$ cat src/rtl/id_ctrl_stage.sv
// rtl/id_ctrl_stage.sv - RV32I decode into a registered ID/EX slot with load-use bubble (optional CTRL_MEXT_EN)
module id_ctrl_stage #(
    parameter int PC_W      = 32,
    parameter int ILL_CNT_W = 16
) (
    input  logic                 i_clk,
    input  logic                 i_rst_n,
    input  logic [31:0]          i_instr,
    input  logic [PC_W-1:0]      i_pc,
    input  logic                 i_insn_vld,
    output logic                 o_id_ready,
    input  logic                 i_flush,
    input  logic                 i_ex_ready,
    output logic                 o_ex_vld,
    output logic [PC_W-1:0]      o_pc,
    output logic [31:0]          o_instr,
    output logic [4:0]           o_rd_addr,
    output logic [21:0]          o_ctrl,
    output logic                 o_insn_legal,
    output logic [ILL_CNT_W-1:0] o_ill_cnt
);

    localparam logic [6:0] OPC_LUI    = 7'b0110111;
    localparam logic [6:0] OPC_AUIPC  = 7'b0010111;
    localparam logic [6:0] OPC_JAL    = 7'b1101111;
    localparam logic [6:0] OPC_JALR   = 7'b1100111;
    localparam logic [6:0] OPC_BRANCH = 7'b1100011;
    localparam logic [6:0] OPC_LOAD   = 7'b0000011;
    localparam logic [6:0] OPC_STORE  = 7'b0100011;
    localparam logic [6:0] OPC_OPIMM  = 7'b0010011;
    localparam logic [6:0] OPC_OP     = 7'b0110011;

    typedef enum logic [3:0] {
        ALU_ADD   = 4'b0000,
        ALU_SUB   = 4'b0001,
        ALU_SLT   = 4'b0010,
        ALU_SLTU  = 4'b0011,
        ALU_XOR   = 4'b0100,
        ALU_OR    = 4'b0101,
        ALU_AND   = 4'b0110,
        ALU_SLL   = 4'b0111,
        ALU_SRL   = 4'b1000,
        ALU_SRA   = 4'b1001,
        ALU_PASSB = 4'b1010
    } alu_op_e;

    function automatic logic [3:0] base_alu(input logic [2:0] f3);
        case (f3)
            3'b000:  base_alu = ALU_ADD;
            3'b001:  base_alu = ALU_SLL;
            3'b010:  base_alu = ALU_SLT;
            3'b011:  base_alu = ALU_SLTU;
            3'b100:  base_alu = ALU_XOR;
            3'b101:  base_alu = ALU_SRL;
            3'b110:  base_alu = ALU_OR;
            default: base_alu = ALU_AND;
        endcase
    endfunction

    logic [6:0] opcode;
    logic [2:0] funct3;
    logic [6:0] funct7;
    logic [4:0] rs1, rs2, rd;

    assign opcode = i_instr[6:0];
    assign rd     = i_instr[11:7];
    assign funct3 = i_instr[14:12];
    assign rs1    = i_instr[19:15];
    assign rs2    = i_instr[24:20];
    assign funct7 = i_instr[31:25];

    logic [3:0]  alu_op_d;
    logic [1:0]  wb_sel_d, lsu_size_d;
    logic        l_unsigned_d, op_a_sel_d, op_b_sel_d, rd_wren_d, mem_wren_d, mem_rden_d;
    logic        is_branch_d, is_jal_d, is_jalr_d, br_un_d, md_vld_d, legal_d;
    logic [21:0] ctrl_d;
    logic [4:0]  rd_d;

    always_comb begin
        alu_op_d     = ALU_ADD;
        wb_sel_d     = 2'b00;
        lsu_size_d   = 2'b00;
        l_unsigned_d = 1'b0;
        op_a_sel_d   = 1'b0;
        op_b_sel_d   = 1'b0;
        rd_wren_d    = 1'b0;
        mem_wren_d   = 1'b0;
        mem_rden_d   = 1'b0;
        is_branch_d  = 1'b0;
        is_jal_d     = 1'b0;
        is_jalr_d    = 1'b0;
        br_un_d      = 1'b0;
        md_vld_d     = 1'b0;
        legal_d      = 1'b0;
        case (opcode)
            OPC_LUI: begin
                legal_d = 1'b1; alu_op_d = ALU_PASSB; op_b_sel_d = 1'b1; rd_wren_d = 1'b1;
            end
            OPC_AUIPC: begin
                legal_d = 1'b1; op_a_sel_d = 1'b1; op_b_sel_d = 1'b1; rd_wren_d = 1'b1;
            end
            OPC_JAL: begin
                legal_d = 1'b1; op_a_sel_d = 1'b1; op_b_sel_d = 1'b1; rd_wren_d = 1'b1;
                wb_sel_d = 2'b11; is_jal_d = 1'b1;
            end
            OPC_JALR: begin
                legal_d = (funct3 == 3'b000); op_b_sel_d = 1'b1; rd_wren_d = 1'b1;
                wb_sel_d = 2'b11; is_jalr_d = 1'b1;
            end
            OPC_BRANCH: begin
                // ALU forms the target; the compare itself lives in EX
                legal_d = (funct3[2:1] != 2'b01); op_a_sel_d = 1'b1; op_b_sel_d = 1'b1;
                is_branch_d = 1'b1; br_un_d = funct3[2] & funct3[1];
            end
            OPC_LOAD: begin
                legal_d = (funct3 != 3'b011) && (funct3 != 3'b110) && (funct3 != 3'b111);
                op_b_sel_d = 1'b1; rd_wren_d = 1'b1; mem_rden_d = 1'b1; wb_sel_d = 2'b01;
                lsu_size_d = funct3[1:0]; l_unsigned_d = funct3[2];
            end
            OPC_STORE: begin
                legal_d = !funct3[2] && (funct3[1:0] != 2'b11);
                op_b_sel_d = 1'b1; mem_wren_d = 1'b1; lsu_size_d = funct3[1:0];
            end
            OPC_OPIMM: begin
                op_b_sel_d = 1'b1; rd_wren_d = 1'b1; alu_op_d = base_alu(funct3);
                if (funct3[1:0] != 2'b01) begin
                    legal_d = 1'b1;
                end else if (funct7 == 7'b0000000) begin
                    legal_d = 1'b1;
                end else if (funct7 == 7'b0100000 && funct3 == 3'b101) begin
                    legal_d = 1'b1; alu_op_d = ALU_SRA;
                end
            end
            OPC_OP: begin
                rd_wren_d = 1'b1;
                if (funct7 == 7'b0000000) begin
                    legal_d = 1'b1; alu_op_d = base_alu(funct3);
                end else if (funct7 == 7'b0100000 && (funct3 == 3'b000 || funct3 == 3'b101)) begin
                    legal_d = 1'b1; alu_op_d = (funct3 == 3'b000) ? ALU_SUB : ALU_SRA;
                end
`ifdef CTRL_MEXT_EN
                else if (funct7 == 7'b0000001) begin
                    legal_d = 1'b1; md_vld_d = 1'b1; alu_op_d = ALU_ADD;
                end
`endif
            end
            default: legal_d = 1'b0;
        endcase
        ctrl_d = '0;
        if (legal_d) begin
            ctrl_d = {md_vld_d, br_un_d, is_jalr_d, is_jal_d, is_branch_d, mem_rden_d, mem_wren_d,
                      rd_wren_d, op_b_sel_d, op_a_sel_d, l_unsigned_d, lsu_size_d, wb_sel_d,
                      funct3, alu_op_d};
        end
        rd_d = ctrl_d[14] ? rd : 5'd0;
    end

    logic                 ex_vld_q, ex_vld_d;
    logic [PC_W-1:0]      pc_q;
    logic [31:0]          instr_q;
    logic [4:0]           rd_q;
    logic [21:0]          ctrl_q;
    logic                 legal_q;
    logic [ILL_CNT_W-1:0] ill_cnt_q, ill_cnt_d;
    logic                 adv, haz, uses_rs1, uses_rs2, accept;

    // Operand use is judged by opcode alone, so illegal encodings may stall too
    assign uses_rs1 = !(opcode == OPC_LUI || opcode == OPC_AUIPC || opcode == OPC_JAL);
    assign uses_rs2 = (opcode == OPC_OP) || (opcode == OPC_STORE) || (opcode == OPC_BRANCH);

    assign adv    = !ex_vld_q || i_ex_ready;
    assign haz    = ex_vld_q && ctrl_q[16] && (rd_q != 5'd0) &&
                    ((uses_rs1 && rs1 == rd_q) || (uses_rs2 && rs2 == rd_q));
    assign o_id_ready = adv && !haz && !i_flush;
    assign accept     = o_id_ready && i_insn_vld;

    always_comb begin
        ex_vld_d  = ex_vld_q;
        ill_cnt_d = ill_cnt_q;
        if (i_flush) begin
            ex_vld_d = 1'b0;
        end else if (adv) begin
            ex_vld_d = accept;
        end
        if (accept && !legal_d && (ill_cnt_q != {ILL_CNT_W{1'b1}})) begin
            ill_cnt_d = ill_cnt_q + ILL_CNT_W'(1);
        end
    end

    always_ff @(posedge i_clk or negedge i_rst_n) begin
        if (!i_rst_n) begin
            ex_vld_q  <= 1'b0;
            pc_q      <= '0;
            instr_q   <= 32'h0000_0013;
            rd_q      <= 5'd0;
            ctrl_q    <= '0;
            legal_q   <= 1'b0;
            ill_cnt_q <= '0;
        end else begin
            ex_vld_q  <= ex_vld_d;
            ill_cnt_q <= ill_cnt_d;
            if (accept) begin
                pc_q    <= i_pc;
                instr_q <= i_instr;
                rd_q    <= rd_d;
                ctrl_q  <= ctrl_d;
                legal_q <= legal_d;
            end
        end
    end

    assign o_ex_vld     = ex_vld_q;
    assign o_pc         = pc_q;
    assign o_instr      = instr_q;
    assign o_rd_addr    = rd_q;
    assign o_ctrl       = ctrl_q;
    assign o_insn_legal = legal_q;
    assign o_ill_cnt    = ill_cnt_q;

endmodule

$ cat config.mk
export PLATFORM = sky130hd
export DESIGN_NAME = id_ctrl_stage
export DESIGN_NICKNAME = d
export VERILOG_FILES = /design/src/rtl/id_ctrl_stage.sv
export SDC_FILE = /design/constraint.sdc
export NUM_CORES = 1
export LEC_CHECK = 0
export CORE_MARGIN = 5
export CORE_UTILIZATION = 40
export CTS_CLUSTER_SIZE = 10
export DETAILED_ROUTE_END_ITERATION = 10
export MAX_ROUTING_LAYER = met4
export PLACE_DENSITY_LB_ADDON = 0.15
export SYNTH_ARGS = -nofsm -noshare
export SYNTH_HDL_FRONTEND = slang
export SYNTH_SLANG_ARGS = --single-unit
$ cat constraint.sdc
create_clock -name i_clk -period 2.4 [get_ports i_clk]
set_clock_uncertainty 0.1 [all_clocks]
set_input_delay 0.24 -clock i_clk [delete_from_list [all_inputs] [get_ports i_clk]]
set_output_delay 0.24 -clock i_clk [all_outputs]
set_load 0.01 [all_outputs]
After elaboration in Yosys (flattened, before gate mapping)
Cells that the tools add are included.
- add/sub/neg operators: 1
- eq/ne operators: 25
- muxes and demuxes: 30
- bitwise gates (word level): 1
- reductions and logical operators: 38
- operators with widths (kind ; count):
    $eq A7 B6 Y1 const B ; 4
    $pmux W4 S7 ; 1
    $mux W4 ; 6
    $eq A7 B7 Y1 const B ; 3
    $mux W21 ; 1
    $mux W1 ; 17
    $add A16 B1 Y16 const B ; 1
    $ne A16 B16 Y1 const B ; 1
    $logic_and A1 B1 Y1 ; 15
    $eq A7 B5 Y1 const B ; 2
    $pmux W4 S3 ; 1
    $eq A5 B5 Y1 ; 2
    $eq A3 B3 Y1 const B ; 3
    $reduce_or A8 Y1 ; 1
    $eq A7 B2 Y1 const B ; 1
    $logic_not A7 Y1 ; 1
    $logic_or A1 B1 Y1 ; 7
    $pmux W1 S7 ; 1
    $reduce_or A7 Y1 ; 1
    $eq A3 B2 Y1 const B ; 2
    $logic_not A1 Y1 ; 6
    $ne A3 B3 Y1 const B ; 2
    $reduce_or A3 Y1 ; 2
    $mux W5 ; 1
    11 further kinds ; 13
- bits in registers: 109
- output and inout port bits: 110

Longest topological paths before layout
Gate-level depths: netlist (run 1).
- depth after elaboration: 13
- gate-level depth with buffers: 10
- depth with buffers taken out: 8

Worst setup path before layout (run 1)
No wires, ideal clock.
- path kind: register to register
- start point: register rd_q[1], in the netlist o_rd_addr[1]
- end point: register ill_cnt_q[12], in the netlist o_ill_cnt[12]
- setup time: 0.128 ns
- data arrival time: 2.280 ns
- required time: 2.172 ns
- slack: -0.108 ns
- cell stages (with the launch flop): 8
- period minus slack after synthesis: 2.508 ns
- cells stage by stage: dfrtp_1 or4_1 nor2_2 nor2_1 a211oi_4 nand2_4 nor4_2 mux2_1
- longest elaborated chain between the ends: 10
- ends and longest elaborated chain (what ; RTL line ; text):
    from (decl) ; 161 ; logic [4:0] rd_q;
    from (signal assigned) ; 205 ; rd_q <= rd_d;
    $eq A5 B5 Y1 ; 173 ; ((uses_rs1 && rs1 == rd_q) || (uses_rs2 && rs2 == rd_q));
    $logic_and A1 B1 Y1 ; 173 ;
    $logic_or A1 B1 Y1 ; 173 ;
    $logic_and A1 B1 Y1 * ; 172 ; assign haz = ex_vld_q && ctrl_q[16] && (rd_q != 5'd0) &&
    $logic_not A1 Y1 * ; 174 ; assign o_id_ready = adv && !haz && !i_flush;
    $logic_and A1 B1 Y1 * (2 in series) ; 174 ;
    via o_id_ready ; 11 ; output logic o_id_ready,
    $logic_and A1 B1 Y1 * ; 175 ; assign accept = o_id_ready && i_insn_vld;
    $logic_and A1 B1 Y1 * (2 in series) ; 185 ; if (accept && !legal_d && (ill_cnt_q != {ILL_CNT_W{1'b1}})) begin
    to (signal assigned) ; 201 ; ill_cnt_q <= ill_cnt_d;
    to (decl) ; 164 ; logic [ILL_CNT_W-1:0] ill_cnt_q, ill_cnt_d;
The timed path passes the listed nets; every way through them passes the cells marked *.
A chain may end at the register's enable or synchronous reset.

Final worst setup path (run 1)
- start point: register rd_q[1], in the netlist o_rd_addr[1]
- end point: register instr_q[23], in the netlist o_instr[23]
- longest elaborated chain between the ends: 8
- ends and longest elaborated chain (what ; RTL line ; text):
    $eq A5 B5 Y1 ; 173 ;
    $logic_and A1 B1 Y1 ; 173 ;
    $logic_or A1 B1 Y1 ; 173 ;
    $logic_and A1 B1 Y1 * ; 172 ;
    $logic_not A1 Y1 * ; 174 ;
    $logic_and A1 B1 Y1 * (2 in series) ; 174 ;
    $logic_and A1 B1 Y1 * ; 175 ;
    to (signal assigned) ; 204 ; instr_q <= i_instr;
    to (decl) ; 160 ; logic [31:0] instr_q;
Every way passes the cells marked *; elsewhere a longest branch is shown, timed or not.

==> results of run 1 <==
## cell families (layout without fill, tap and decap cells)
logic type	after synthesis	count (layout)
multiplexers	58	58
AND/OR/NAND/NOR	122	122
other	1	2
buffers and inverters	36	280
adder cells (fa/ha/maj)	2	2
AO/OA/AOI/OAI	59	59
flip-flops	108	108
XOR/XNOR	26	26
## layout make-up
cell class / instances / area (um^2) / area share, %
timing repair buffer: 249 / 2470 / 31.1
multi-input combinational: 268 / 2220 / 27.9
antenna: 1 / 2.50 / 0.0315
clock buffer: 14 / 254 / 3.19
tap: 147 / 184 / 2.31
clock inverter: 2 / 60.1 / 0.755
inverter: 15 / 56.3 / 0.708
sequential: 108 / 2710 / 34.0
## repair_timing
item,CTS,global route
buffers inserted,3,11
hold buffers,1,0
resized for setup,33,31
gates cloned,0,3
pin swaps,6,4
setup endpoints to repair,46,95
endpoints found under the hold margin,60,0
## where the power goes
group	internal, mW	switching, mW
logic	0.813	0.536
clock network	0.945	0.628
registers	2.06	0.148
## metrics by stage
step | utilization [%] | cell area [um^2] | std cells
finish | 66.2 | 7960 | 804
global route | 66.2 | 7960 | 804
CTS | 63.5 | 7630 | 789
detailed placement | 59.8 | 7180 | 769
global placement | 59.8 | 7180 | 769
floorplan | - | 4890 | 412
## synth_stat cells, drive strengths merged, types with 2 or more instances
library cell	instances	area, um^2
o31ai	11	87.6
a21oi	3	15.0
or3	2	12.5
a211oi	2	32.5
dfrtp	105	2630
nor2	21	81.3
a21o	2	15.0
nand4	3	33.8
o41ai	3	41.3
buf	18	110
a31oi	2	12.5
clkbuf	3	11.3
and3	3	18.8
nand3	13	65.1
nor4	7	83.8
mux2	56	634
mux2i	2	20.0
xor2	14	123
inv	14	52.6
or2	4	27.5
nor3	6	35.0
nor3b	2	20.0
nand2b	4	25.0
dfstp	3	78.8
a2111oi	2	36.3
xnor2	12	105
o21ai	27	135
nand2	51	199
a211o	2	17.5
## worst max-delay path, cell delays in order (launching register included)
cell,delay [ps]
dfrtp_2,400
or4_4,550
nor2_4,120
nor2_2,70
a211oi_4,350
nand2_4,160
buf_4,190
clkbuf_16,170
mux2_2,280
## routing by layer
| layer | wire length (um) | vias up |
|---|---|---|
| met2 | 6610 | 121 |
| met3 | 807 | 12 |
| met1 | 6250 | 2004 |
| met5 | 0 | - |
| li1 | - | 1921 |
| met4 | 170 | 0 |
## worst min path at each step
stage / start / endpoint / slack, ps / cells past startpoint
after floorplan: i_rst_n / o_ctrl[0] / -160 / 0
after global placement: i_rst_n / o_instr[17] / -20 / 1
after detailed placement: i_rst_n / o_instr[17] / -20 / 1
after CTS: i_rst_n / o_instr[17] / 150 / 2
after global routing: i_rst_n / o_instr[17] / 160 / 2
final: i_rst_n / o_instr[11] / 160 / 2
## sequential cells by signal, summed over array words and instances (netlist names)
signal / flops
o_insn_legal: 1
o_ctrl: 21
o_ex_vld: 1
o_rd_addr: 5
o_instr: 32
o_ill_cnt: 16
o_pc: 32
==> metrics.md, run 1 <==
| Metric | Value |
|---|---|
| Run status | finished, violations left |
| Failing checks | setup timing |
| I/O pin count | around 180 |
| All-Layer GR Usage | 19.0% |
| R2R Path End | o_instr[23] |
| DP Worst Slack | -453 ps |
| Clock tree from TritonCTS | built |
| Largest net degree at the start of global routing | 56 |
| # H-tree levels | 3 |
| Post-Synth Simple-Gate Area | between 10% and 20% |
| Crit path from | o_rd_addr[1] |
| Hold Fails Final Rpt | 0 |
| CP endpoint | o_instr[23] |
| Synth Area in Compound Gates | around 8.9% |
| First-pass GRT wire length | 21400 um |
| Number of enable flip-flop cells after synthesis | 0 |
| Number of global-route vias before repair | 4247 |
| Mux cell area share after synthesis | 13.4% |
| GR peak layer | met2 |
| GR met1 Demand/Resource | 24.4% |
| Share of post-route cells with drive strength above 1 | 29.9% |
| Met3 Track Usage GR | 5.05% |
| DR pass1 iterations | 4 |
| Die area | 14500 um^2 |
| Die H | between 100 and 150 um |
| Final #Nets | 721 |
| Syn Inst Count | 412 |
| Layout fillers | roughly 960 |
| WP data required | 2530 ps |
| Met2 GRT Util | 29.7% |
| Total Negative Setup Slacks | -2610 ps |
| Sum of net half-perimeters after detailed placement | 10100 um |
| Max Slew Vio Count | 0 |
| RSZ-0062 raised after global routing | yes |
| Yosys Warn Count | 0 |
| Pleak | 3.46 nW |
| Syn Nets | 482 |
| CTS clock-pin slew for the worst setup and hold paths | 70 ps |
| CP arrival | 2630 ps |
| Hold Path Class | input pin to asynchronous set/reset pin |
| Worst VDD drop | 0.000497 V |
| Seq cells post-synth | 108 |
| TritonCTS buffer count | 9 |
| Worst R2R Setup Slack | -100 ps |
| Core area | approximately 12000 um^2 |
| Adder-cell share of the synthesized area | less than 1% |
| Antenna violations before repair | 1 |
| Worst R2R Start | o_rd_addr[1] |
| Total gr overflow | 0 |
| Synthesized area | 4890 um^2 |
| Total chip power | 5.13 mW |
| Gpl congestion | 0.907 |
| Antenna Violating Nets Remaining | 0 |
| Pwr dens | 645 nW/um^2 |
| Clock Sinks | 108 |
| Highest-count cells in the layout ignoring fill and taps | clkdlybuf4s50_1 (171), dfrtp_1 (104), buf_4 (56), mux2_2 (54), nand2_1 (50) |
| Relative slew slack | between 60% and 70% |
| Fmax | between 0.4 and 0.5 GHz |
| Clk Tree Root Cell | clkbuf_16 |
| DIE WIDTH | roughly 120 um |
| 1st-iter DRT viols | 176 |
| Syn Area/Cell | 11.9 um^2 |
| Clk buf depth | 2 |
| Kind of critical path | flop to flop |
| Async SR Flop Fraction | 100% |
| Hold WS | 160 ps |
| Final setup viols | 51 |
| DRT Wirelength | between 10000 and 15000 um |
| Area growth, synth to finish | 62.8% |
| Register area share after synthesis | 55.4% |
| Worst reg2reg path depth | 8 |
| WL per Instance | 17.2 um |
| Worst-Skew Late Latency | 350 ps |
| Final period util | 104% |
| I/O Buffers | 177 |
| Critical Path End Type | flop |
| Max-Cap Viols | 0 |
| Starting density of the core | 40.7% |
| Post-synthesis cell type count | 62 |
| Worst-margin pin slew | slightly below 600 ps |
| Primary FF master, synth | dfrtp_1 |
| Largest family of logic cells by synthesized area | simple AND/OR/NAND/NOR gates |
| Commonest non-fill, non-tap cell in the layout | clkdlybuf4s50_1 |
| Remaining DRCs | 0 |
| Row cnt | 40 |
| Min Clock Period, post-route | between 2000 and 2500 ps |
| Setup slack after layout | -98.9 ps |
| Xor and xnor area share after synthesis | 4.66% |
| Largest fanout on the critical path | 13 |
| DR vias | 4058 |
| Via density | ~5.0 |
| CP Launch Type | flop |
(Power assumes the default switching activity.)
==> inputs of run 2 (changes only) <==
- CAP_MARGIN: default -> 5
==> results of run 2 <==
The final DEF is identical to that of run 1; final timing and power are the same.
